<file path="src/rtl/ntt_cmd_dispatcher_if.sv">
// Host push channel, engine command channel and status for ntt_cmd_dispatcher.
// err_timeout exists only when NTT_DISPATCH_TIMEOUT_EN is defined.
interface ntt_cmd_dispatcher_if #(
    parameter int unsigned FIFO_AW = 3,
    parameter int unsigned CNT_W   = 16
);
    logic              push_valid;
    logic              push_ready;
    logic [7:0]        push_opcode;
    logic [3:0]        push_slot;
    logic [47:0]       push_addr;
    logic              eng_ready;
    logic              cmd_valid;
    logic [7:0]        cmd_opcode;
    logic [3:0]        cmd_slot;
    logic [47:0]       cmd_dma_addr;
    logic [FIFO_AW:0]  fifo_count;
    logic              busy;
    logic [CNT_W-1:0]  done_count;
    logic              err_illegal;
`ifdef NTT_DISPATCH_TIMEOUT_EN
    logic              err_timeout;
`endif

    // Dispatcher side
    modport master (
        input  push_valid, push_opcode, push_slot, push_addr, eng_ready,
        output push_ready, cmd_valid, cmd_opcode, cmd_slot, cmd_dma_addr,
        output fifo_count, busy, done_count, err_illegal
`ifdef NTT_DISPATCH_TIMEOUT_EN
        , output err_timeout
`endif
    );

    // Host / engine side
    modport slave (
        output push_valid, push_opcode, push_slot, push_addr, eng_ready,
        input  push_ready, cmd_valid, cmd_opcode, cmd_slot, cmd_dma_addr,
        input  fifo_count, busy, done_count, err_illegal
`ifdef NTT_DISPATCH_TIMEOUT_EN
        , input err_timeout
`endif
    );
endinterface

</file>
<file path="src/rtl/ntt_cmd_dispatcher.sv">
// Command FIFO plus issue pacing toward ntt_engine; drops illegal opcodes.
// Optional S_WAIT watchdog enabled by NTT_DISPATCH_TIMEOUT_EN.
module ntt_cmd_dispatcher #(
    parameter int unsigned FIFO_DEPTH = 8,
    parameter int unsigned FIFO_AW    = 3,
    parameter int unsigned CNT_W      = 16
`ifdef NTT_DISPATCH_TIMEOUT_EN
    ,
    parameter int unsigned TIMEOUT_CYC = 20000
`endif
) (
    input  logic                 clk,
    input  logic                 rst_n,
    ntt_cmd_dispatcher_if.master bus
);
    localparam int unsigned OP_W   = 8;
    localparam int unsigned SLOT_W = 4;
    localparam int unsigned ADDR_W = 48;
    localparam int unsigned CNT_AW = FIFO_AW + 1;

    localparam logic [OP_W-1:0] OP_LOAD   = 8'h02;
    localparam logic [OP_W-1:0] OP_STORE  = 8'h03;
    localparam logic [OP_W-1:0] OP_LOAD_W = 8'h04;
    localparam logic [OP_W-1:0] OP_NTT    = 8'h10;
    localparam logic [OP_W-1:0] OP_INTT   = 8'h11;

    typedef struct packed {
        logic [ADDR_W-1:0] addr;
        logic [SLOT_W-1:0] slot;
        logic [OP_W-1:0]   opcode;
    } cmd_t;

    typedef enum logic [1:0] {
        S_IDLE  = 2'd0,
        S_ISSUE = 2'd1,
        S_HOLD  = 2'd2,
        S_WAIT  = 2'd3
    } state_e;

    state_e             state_q, state_d;
    cmd_t               fifo_mem_q [FIFO_DEPTH];
    logic [FIFO_AW-1:0] wr_ptr_q, rd_ptr_q;
    logic [CNT_AW-1:0]  count_q, count_d;
    logic               push_ready_q, push_ready_d;
    logic               busy_q, busy_d;
    cmd_t               cmd_q, cmd_d;
    logic               cmd_valid_q, cmd_valid_d;
    logic               err_illegal_q, err_illegal_d;
    logic [CNT_W-1:0]   done_q, done_d;

    cmd_t               push_cmd_c, head_c;
    logic               push_fire_c, pop_c, head_legal_c, timeout_c;

    assign push_cmd_c   = {bus.push_addr, bus.push_slot, bus.push_opcode};
    assign push_fire_c  = bus.push_valid && push_ready_q;
    assign head_c       = fifo_mem_q[rd_ptr_q];
    assign head_legal_c = head_c.opcode inside {OP_LOAD, OP_STORE, OP_LOAD_W, OP_NTT, OP_INTT};

`ifdef NTT_DISPATCH_TIMEOUT_EN
    localparam int unsigned WD_W = 16;
    logic [WD_W-1:0] wd_q, wd_d;
    logic            err_timeout_q;
`endif

    // FIFO storage; contents need no reset, only the pointers do
    always_ff @(posedge clk) begin
        if (push_fire_c) begin
            fifo_mem_q[wr_ptr_q] <= push_cmd_c;
        end
    end

    // State register
    always_ff @(posedge clk) begin
        if (!rst_n) begin
            state_q <= S_IDLE;
        end else begin
            state_q <= state_d;
        end
    end

    // Next-state logic
    always_comb begin
        state_d = state_q;
        case (state_q)
            S_IDLE:  if (pop_c && head_legal_c) state_d = S_ISSUE;
            S_ISSUE: state_d = S_HOLD;
            S_HOLD:  state_d = S_WAIT;
            S_WAIT:  if (bus.eng_ready || timeout_c) state_d = S_IDLE;
            default: state_d = S_IDLE;
        endcase
    end

    // Output / datapath decode; eng_ready is deliberately ignored in S_HOLD
    always_comb begin
        pop_c         = 1'b0;
        timeout_c     = 1'b0;
        cmd_d         = cmd_q;
        cmd_valid_d   = 1'b0;
        err_illegal_d = 1'b0;
        done_d        = done_q;
        case (state_q)
            S_IDLE: begin
                pop_c = (count_q != '0) && bus.eng_ready;
                if (pop_c) begin
                    if (head_legal_c) begin
                        cmd_valid_d = 1'b1;
                        cmd_d       = head_c;
                    end else begin
                        err_illegal_d = 1'b1;
                    end
                end
            end
            S_WAIT: begin
                if (bus.eng_ready) begin
                    done_d = done_q + CNT_W'(1);
                end
`ifdef NTT_DISPATCH_TIMEOUT_EN
                timeout_c = !bus.eng_ready && (wd_q == WD_W'(TIMEOUT_CYC));
`endif
            end
            default: ;
        endcase
    end

    // Occupancy; a full FIFO stays not-ready for the cycle of a pop
    always_comb begin
        count_d      = count_q + CNT_AW'(push_fire_c) - CNT_AW'(pop_c);
        push_ready_d = (count_d != CNT_AW'(FIFO_DEPTH));
        busy_d       = (count_d != '0) || (state_d != S_IDLE);
    end

    always_ff @(posedge clk) begin
        if (!rst_n) begin
            wr_ptr_q      <= '0;
            rd_ptr_q      <= '0;
            count_q       <= '0;
            push_ready_q  <= 1'b1;
            busy_q        <= 1'b0;
            cmd_q         <= '0;
            cmd_valid_q   <= 1'b0;
            err_illegal_q <= 1'b0;
            done_q        <= '0;
        end else begin
            if (push_fire_c) wr_ptr_q <= wr_ptr_q + FIFO_AW'(1);
            if (pop_c)       rd_ptr_q <= rd_ptr_q + FIFO_AW'(1);
            count_q       <= count_d;
            push_ready_q  <= push_ready_d;
            busy_q        <= busy_d;
            cmd_q         <= cmd_d;
            cmd_valid_q   <= cmd_valid_d;
            err_illegal_q <= err_illegal_d;
            done_q        <= done_d;
        end
    end

`ifdef NTT_DISPATCH_TIMEOUT_EN
    // Watchdog counts S_WAIT cycles, starting at 1 on entry
    always_comb begin
        wd_d = wd_q;
        if (state_q == S_HOLD) begin
            wd_d = WD_W'(1);
        end else if (state_q == S_WAIT && state_d == S_WAIT) begin
            wd_d = wd_q + WD_W'(1);
        end
    end

    always_ff @(posedge clk) begin
        if (!rst_n) begin
            wd_q          <= '0;
            err_timeout_q <= 1'b0;
        end else begin
            wd_q          <= wd_d;
            err_timeout_q <= timeout_c;
        end
    end

    assign bus.err_timeout = err_timeout_q;
`endif

    assign bus.push_ready   = push_ready_q;
    assign bus.cmd_valid    = cmd_valid_q;
    assign bus.cmd_opcode   = cmd_q.opcode;
    assign bus.cmd_slot     = cmd_q.slot;
    assign bus.cmd_dma_addr = cmd_q.addr;
    assign bus.fifo_count   = count_q;
    assign bus.busy         = busy_q;
    assign bus.done_count   = done_q;
    assign bus.err_illegal  = err_illegal_q;
endmodule

</file>
<file path="src/flat_wrapper.sv">
// flat-port wrapper written by rule: the top's interface ports become plain ports
module ntt_cmd_dispatcher_flat 
#(
    parameter int unsigned FIFO_DEPTH = 8,
    parameter int unsigned FIFO_AW    = 3,
    parameter int unsigned CNT_W      = 16

)
  (clk, rst_n, bus_push_valid, bus_push_opcode, bus_push_slot, bus_push_addr, bus_eng_ready, bus_push_ready, bus_cmd_valid, bus_cmd_opcode, bus_cmd_slot, bus_cmd_dma_addr, bus_fifo_count, bus_busy, bus_done_count, bus_err_illegal);
  ntt_cmd_dispatcher_if #(.FIFO_AW(FIFO_AW), .CNT_W(CNT_W)) bus_i ();
  input  logic clk;
  input  logic rst_n;
  input wire logic [$bits(bus_i.push_valid)-1:0] bus_push_valid;
  input wire logic [$bits(bus_i.push_opcode)-1:0] bus_push_opcode;
  input wire logic [$bits(bus_i.push_slot)-1:0] bus_push_slot;
  input wire logic [$bits(bus_i.push_addr)-1:0] bus_push_addr;
  input wire logic [$bits(bus_i.eng_ready)-1:0] bus_eng_ready;
  output wire logic [$bits(bus_i.push_ready)-1:0] bus_push_ready;
  output wire logic [$bits(bus_i.cmd_valid)-1:0] bus_cmd_valid;
  output wire logic [$bits(bus_i.cmd_opcode)-1:0] bus_cmd_opcode;
  output wire logic [$bits(bus_i.cmd_slot)-1:0] bus_cmd_slot;
  output wire logic [$bits(bus_i.cmd_dma_addr)-1:0] bus_cmd_dma_addr;
  output wire logic [$bits(bus_i.fifo_count)-1:0] bus_fifo_count;
  output wire logic [$bits(bus_i.busy)-1:0] bus_busy;
  output wire logic [$bits(bus_i.done_count)-1:0] bus_done_count;
  output wire logic [$bits(bus_i.err_illegal)-1:0] bus_err_illegal;
  assign bus_i.push_valid = bus_push_valid;
  assign bus_i.push_opcode = bus_push_opcode;
  assign bus_i.push_slot = bus_push_slot;
  assign bus_i.push_addr = bus_push_addr;
  assign bus_i.eng_ready = bus_eng_ready;
  assign bus_push_ready = bus_i.push_ready;
  assign bus_cmd_valid = bus_i.cmd_valid;
  assign bus_cmd_opcode = bus_i.cmd_opcode;
  assign bus_cmd_slot = bus_i.cmd_slot;
  assign bus_cmd_dma_addr = bus_i.cmd_dma_addr;
  assign bus_fifo_count = bus_i.fifo_count;
  assign bus_busy = bus_i.busy;
  assign bus_done_count = bus_i.done_count;
  assign bus_err_illegal = bus_i.err_illegal;
  ntt_cmd_dispatcher #(.FIFO_DEPTH(FIFO_DEPTH), .FIFO_AW(FIFO_AW), .CNT_W(CNT_W)) u_core (.clk(clk), .rst_n(rst_n), .bus(bus_i));
endmodule
</file>
<file path="config.mk">
export PLATFORM = sky130hd
export DESIGN_NAME = ntt_cmd_dispatcher_flat
export DESIGN_NICKNAME = d
export VERILOG_FILES = /design/src/rtl/ntt_cmd_dispatcher_if.sv /design/src/rtl/ntt_cmd_dispatcher.sv /design/src/flat_wrapper.sv
export SDC_FILE = /design/constraint.sdc
export NUM_CORES = 1
export LEC_CHECK = 0
export ABC_AREA = 1
export BUFFER_PORTS_ARGS = -buffer_cell sky130_fd_sc_hd__buf_2
export CAP_MARGIN = 15
export CORE_ASPECT_RATIO = 1.2
export CORE_MARGIN = 5
export CORE_UTILIZATION = 30
export DETAILED_ROUTE_END_ITERATION = 12
export PLACE_DENSITY = 0.52
export SYNTH_ARGS = -nofsm -noshare
export SYNTH_HDL_FRONTEND = slang
export SYNTH_SLANG_ARGS = --single-unit
</file>
<file path="constraint.sdc">
create_clock -name clk -period 9.5 [get_ports clk]
set_input_delay 1.425 -clock clk [delete_from_list [all_inputs] [get_ports clk]]
set_output_delay 1.425 -clock clk [all_outputs]
set_load 0.02 [all_outputs]
</file>
==> metrics, run 1 <==
Post-route DRC=0; synth cell count leaders=nand2_1, edfxtp_1, nand3_1, inv_1, nor2_1; Met3 Routed Length=around 4200 um; FF+latch count, synth=roughly 580; GRT Total Usage=between 10% and 20%; Mapped Cells=~2200; TritonRoute pass-1 iters=5; final worst setup slack=between 5 and 6 ns; Crit. End Element=register; final setup vio count=0; clk_lat worst skew=just over 0.6 ns; Initial Util=between 30% and 40%; Post-DP HPWL=32870 um; H-tree depth=2; cell family with most CP delay=buffers and inverters; max_slew headroom=between 20% and 30%; cell-by-cell trace of the critical path=inv_6 > buf_4 > nand2_1 > nand3_1 > nand3_1 > nand2_1 > nand2_1 > a21oi_4 > buf_4 > nand4_1 > nand3b_1; Peak VDD IR=about 0.00015 V; Max stage delay on crit path=just under 0.9 ns; most frequent CP cell=nand2_1; Post-CTS Resized=0; wire per inst=roughly 18 um; total number of vias=~16000; fin cells=3434; register area=~0.016 mm2; Compound-Gate Fraction of Synth Area=less than 1%; clock sinks=roughly 580; critical path fanouts, max=slightly above 90; final design utilization=a little over a third; area grow syn2layout=15.96%; number of DRC markers in iteration 0=approximately 1100; CP Buf/Inv Count=3; highest metal used=met5; maxcap violations=0; dpl ws=roughly 5.2 ns; CTS Hold Bufs=0; type of origin of the critical path=register; layout cell share with drive strength beyond 1=about 12%; PwrDens=between 200 and 300 mW/mm2; WL met1=26510 um; post-synthesis adder-cell area fraction=less than 1%; CTS tree=built; Final Hold Fails=0; Hold WS=between 0.4 and 0.5 ns; Inst Count DP=between 3000 and 4000; # fillers=~8000; Most used DFF post-synth=edfxtp_1; Fmax=~240 MHz; RSZ-0062 raised after global routing=no; CTS Root Cell=clkbuf_16; Setup TNS Final=0 ns; die area=roughly 0.084 mm2; largest net degree at the start of global routing=roughly 110; fraction of synthesized area in multiplexers=0%; remaining global-route overflow=0; count leader, synth=nand2_1; Worst R2R Setup Slack=between 5 and 6 ns; Post-Synth XOR/XNOR Area=0.1495%; vias in the first global route=around 16000; Multi-input gate area=roughly 0.0057 mm2; Yosys top cell area share=61.51%; asr flop ratio synth=0%; Post-synth EDFFs=480; cell taking the most area after synthesis=edfxtp_1; routability congestion estimate=between 0.7 and 0.8; global-route wire length before repair=around 94000 um; I/O pin cnt=148; antenna-violating nets left=0; arrival time worst endpoint=between 4 and 5 ns; largest family of logic cells by synthesized area=simple AND/OR/NAND/NOR gates; minimum clock period=4.226 ns; Ys Warns=0; largest cells by area after synthesis=edfxtp_1, nand2_1, dfxtp_1; Core Region=a little under 0.08 mm2; die width=265.1 um; Tcrit/Tclk final=~44%; Leak=about 11 nW; Worst Skew=0.02326 ns; Worst EP required=roughly 10 ns; critical path's slowest cell=buf_4; Worst-path clk slew=~0.06 ns; initial antenna violation count=19; WL met2=between 20000 and 30000 um; Final Max Tran Viols=0; num rows=112; WS Path Type=reg2reg; hold crit path type=reg2reg; Setup Buffers After CTS=0; Inserted Clock Buffers=between 50 and 60; DIE HEIGHT=316.2 um; fin nets=between 2000 and 2500; synthesized-area fraction occupied by and/or/nand/nor cells=roughly 22%; count of cell types in the netlist=26; mean area per synthesized cell=10.44 um2; Synthesized Nets=around 2300; run status=complete, no violations; port bufs=147; clock buffer depth=3; DR vias/cell=4.617; Mapped Area=between 0.02 and 0.025 mm2; worst slew pin tran=1.069 ns; WL final=61490 um; Seq/Total Area, Yosys=69.62%
final cells by class:
cell class              instances  share of cell area, %
clock inverters                29                  1.059
inverters                     249                  3.467
repair buffers                172                  3.527
diodes                          7                0.06446
multi-input cells            1294                  21.03
clock buffers                  82                  6.050
well taps                    1026                  4.724
flip-flops and latches        575                  60.08
worst reg2reg max path, delay by kind of cell (launching register included):
kind | cells | cell delay, ns
buffers and inverters | 3 | 2.20
AO/OA/AOI/OAI | 1 | 0.18
AND/OR/NAND/NOR | 7 | 1.24
flip-flops | 1 | 0.55
report_power, final:
part | internal, mW | total [mW] | switching, mW
Clock | 1.34 | 2.30 | 0.954
Combinational | 0.409 | 1.55 | 1.14
Sequential | 2.92 | 3.03 | 0.108
Total | 4.67 | 6.88 | 2.20
final timing paths:
check,startpoint,endpoint,depth (start not counted)
max,register,u_core.bus.busy,11
min,u_core.bus.cmd_opcode[5],u_core.bus.cmd_opcode[5],2
max reg2reg,register,u_core.bus.busy,11
min reg2reg,u_core.bus.cmd_opcode[5],u_core.bus.cmd_opcode[5],2
state kept, by name, summed over array words and instances (netlist names), named ones only:
register	cells
u_core.bus.cmd_opcode	8
u_core.bus.done_count	16
u_core.fifo_mem_q	480
u_core.wr_ptr_q	3
u_core.bus.err_illegal	1
u_core.rd_ptr_q	3
u_core.bus.busy	1
u_core.bus.fifo_count	4
u_core.bus.cmd_valid	1
u_core.bus.push_ready	1
u_core.bus.cmd_dma_addr	48
u_core.state_q	2
u_core.bus.cmd_slot	4
routing by layer:
layer / vias to the layer above / GRT usage [%]
met5: - / 0
met4: 8 / 3.211
met3: 100 / 3.562
met2: 401 / 24.69
met1: 7650 / 18.52
li1: 7695 / -
cells in the final DEF, fill, tap and decap left out, drive strengths merged, types with 3 or more instances in the layout:
cell	count
nand2	713
edfxtp	480
nand3	356
inv	252
buf	172
nor2	111
dfxtp	95
clkbuf	82
nand4	59
clkinv	20
a21oi	18
o21ai	15
ha	8
diode	7
bufinv	5
nor3	3
o21a	3
xnor2	3
cells by family after synthesis:
logic type / count (synthesis)
AOI/OAI and AO/OA: 38
and+or+nand+nor: 1243
buffers and inverters: 375
xor gates and xnor gates: 4
adders and majority gates: 9
DFF: 575
per-stage QoR:
stage / total power, mW / cell area, um2
after detailed placement: 4.643 / 25200
after CTS: 6.963 / 27130
after floorplan: 4.123 / 23440
final: 6.875 / 27170
after global routing: 7.261 / 27160
after global placement: 4.615 / 25180
No activity file was read; power rests on OpenSTA's default activity.
==> inputs of run 2 (changes only) <==
- ABC_AREA: 1 -> 0
- clock period: 9.5 -> 4.31 ns (I/O delays scaled with it)
==> metrics, run 2 <==
vias in the first global route=11190 (-29%); RSZ-0062 raised after global routing=no; DIE HEIGHT=302.9 um (-4.2%); met2 Use GR=22.49% (-2.2 points); Most used DFF post-synth=edfxtp_1; Post-route DRC=0 (unchanged); layout cell share with drive strength beyond 1=30.53% (+19 points); # fillers=6640 (-15%); largest net degree at the start of global routing=71 (-34%); Seq/Total Area, Yosys=76.07% (+6.4 points); num rows=107 (-4.5%); Peak VDD IR=0.0003180 V (+110%); Worst Skew=0.02439 ns (+0.001129 ns); largest cells by area after synthesis=edfxtp_1, mux4_2, dfxtp_1; routability congestion estimate=0.6882 (-7.6%); die width=254.1 um (-4.2%); CTS tree=built; Global Route met3 Usage=3.275% (-0.29 points); clock buffer depth=3 (unchanged); Post-DP HPWL=27810 um (-15%); Final Hold Fails=0 (unchanged); Clock power frac=35.1% (+1.7 points); Worst EP required=4.81 ns (-5.23 ns); Leak=8.077 nW (-25%); arrival time worst endpoint=3.91 ns (-0.85 ns); count of cell types in the netlist=38 (+46%); TritonRoute pass-1 iters=4 (-1); Multi-input gate area=0.004887 mm2 (-14%); Post-synth EDFFs=480 (unchanged); CTS Hold Bufs=0 (unchanged); register area=0.01633 mm2 (unchanged); Biggest register=u_core.fifo_mem_q; Worst-path clk slew=0.06 ns (about the same); Mapped Cells=1076 (-52%); Inserted Clock Buffers=57 (-3.4%); Reg power frac=46.5% (+2.4 points); count leader, synth=edfxtp_1; WS Path Type=reg2reg; critical path fanouts, max=42 (-54%); max_slew headroom=36.56% (+7.8 points); run status=complete, no violations; synth cell count leaders=edfxtp_1, mux4_2, dfxtp_1, a21oi_1, mux2i_1; remaining global-route overflow=0 (unchanged); die area=0.07696 mm2 (-8.2%); Psw=3.793 mW (+72%); fin nets=1319 (-46%); Crit. End Element=register; max FFs per register=480 (unchanged); Mapped Area=0.02145 mm2 (-8.5%); FF+latch count, synth=575 (unchanged); Core Region=0.07096 mm2 (-8.6%); initial antenna violation count=15 (-4); antenna-violating nets left=0 (unchanged); Setup Buffers After CTS=0 (unchanged); worst slew pin tran=0.9517 ns (-0.1171 ns); number of DRC markers in iteration 0=634 (-43%); CTS Root Cell=clkbuf_16; dpl ws=0.9165 ns (-4.286 ns); asr flop ratio synth=0% (unchanged); Final Max Tran Viols=0 (unchanged); port bufs=147 (unchanged); Synthesized Nets=1149 (-50%); Post-CTS Resized=0 (unchanged); Hold Path Stages=1 (-1); global-route wire length before repair=75300 um (-20%); total number of vias=10630 (-33%); GRT Total Usage=13.13% (-1.2 points); Ys Warns=0 (unchanged); clk_lat worst skew=0.61 ns (about the same); wire per inst=23.05 um (+29%); most frequent cells in the layout=edfxtp_1, buf_2, mux4_2, dfxtp_1, a21oi_1; DR vias/cell=4.780 (+3.5%); final worst setup slack=0.9055 ns (-4.369 ns); WL final=51250 um (-17%); I/O pin cnt=148 (unchanged); Int Power=10.65 mW (+130%); Tcrit/Tclk final=78.99% (+35 points); final setup vio count=0 (unchanged); commonest non-fill, non-tap cell in the layout=edfxtp_1; Fmax=293.7 MHz (+24%); cell taking the most area after synthesis=edfxtp_1; type of origin of the critical path=register; Initial Util=30.23% (+0.041 points); Comb pwr share=18.4% (-4.1 points); mean area per synthesized cell=19.93 um2 (+91%); clock sinks=575 (unchanged); fin cells=2223 (-35%); H-tree depth=2 (unchanged); GRT busiest layer=met2; PwrDens=568.5 mW/mm2 (+120%); area grow syn2layout=18.46%; maxcap violations=0 (unchanged); Switching Fraction=26.26% (-5.8 points); Yosys top cell area share=67.20% (+5.7 points); met1 GRT Util=16.91% (-1.6 points); hold crit path type=in2reg; R2R cell count=6 (-5); Inst Count DP=2113 (-36%); minimum clock period=3.405 ns (-0.8213 ns)
-- run 2: area by class of cell --
cell class	count	share of cell area, %
Timing Repair Buffer	173	4.156
Clock inverter	29	1.340
Tap cell	926	4.560
Clock buffer	78	6.244
Inverter	11	0.1724
Antenna cell	3	0.02955
Sequential cell	575	64.26
Multi-Input combinational cell	428	19.24
-- run 2: routing by layer --
| metal | part of all wire (%) | routed length (um) | vias to the layer above |
|---|---|---|---|
| met5 | 0.16 | 80 | - |
| met4 | 2.1 | 1086 | 14 |
| met3 | 5.5 | 2812 | 87 |
| met2 | 50 | 25510 | 231 |
| met1 | 42 | 21760 | 5574 |
| li1 | - | - | 4719 |
-- run 2: worst paths after layout --
check                                start                     endpoint  slack (ns)
setup / recovery                  register  u_core.bus.cmd_dma_addr[18]        0.91
hold / removal            bus_push_slot[1]      u_core.fifo_mem_q[6][9]        0.31
setup reg to reg                  register  u_core.bus.cmd_dma_addr[18]        0.91
hold reg to reg   u_core.bus.cmd_opcode[7]     u_core.bus.cmd_opcode[7]        0.47
-- run 2: through the flow --
| step | utilization, % | hold slack (ns) | TNS, ns | cell area [um2] | power, mW |
|---|---|---|---|---|---|
| final | 35.81 | 0.3106 | 0 | 25410 | 14.44 |
| after global placement | 33.08 | 0.4587 | 0 | 23470 | 9.554 |
| after CTS | 35.80 | 0.2597 | 0 | 25400 | 14.71 |
| after detailed placement | 33.08 | 0.4625 | 0 | 23470 | 9.584 |
| after floorplan | - | 0.4541 | -233.29 | 21460 | 8.651 |
| after global routing | 35.80 | 0.2866 | 0 | 25400 | 15.13 |
-- run 2: logic make-up (layout without fill, tap and decap cells) --
family	after synthesis	count (layout)	synth area share [%]
flops	575	575	76.07
mux	177	177	15.04
compound gates	124	124	3.640
simple gates	97	97	2.299
buf+inv	73	291	1.528
xor+xnor	21	21	0.8576
fa+ha+maj	9	9	0.5601
other cells	0	3	0
-- run 2: power by group through the flow --
stage	clock, mW	combinational [mW]	sequential [mW]
final	5.07	2.65	6.72
after global routing	5.48	2.89	6.77
after CTS	5.24	2.74	6.73
after detailed placement	0	2.73	6.85
after global placement	0	2.72	6.84
after floorplan	0	1.88	6.77
-- run 2: worst max-delay path: stages (launching register included) --
cell and delay, ns:
dfxtp_4 0.80, mux4_2 0.60, mux2i_1 0.51, mux2i_4 0.70, buf_12 0.29, a21oi_1 0.09, a211oi_1 0.25
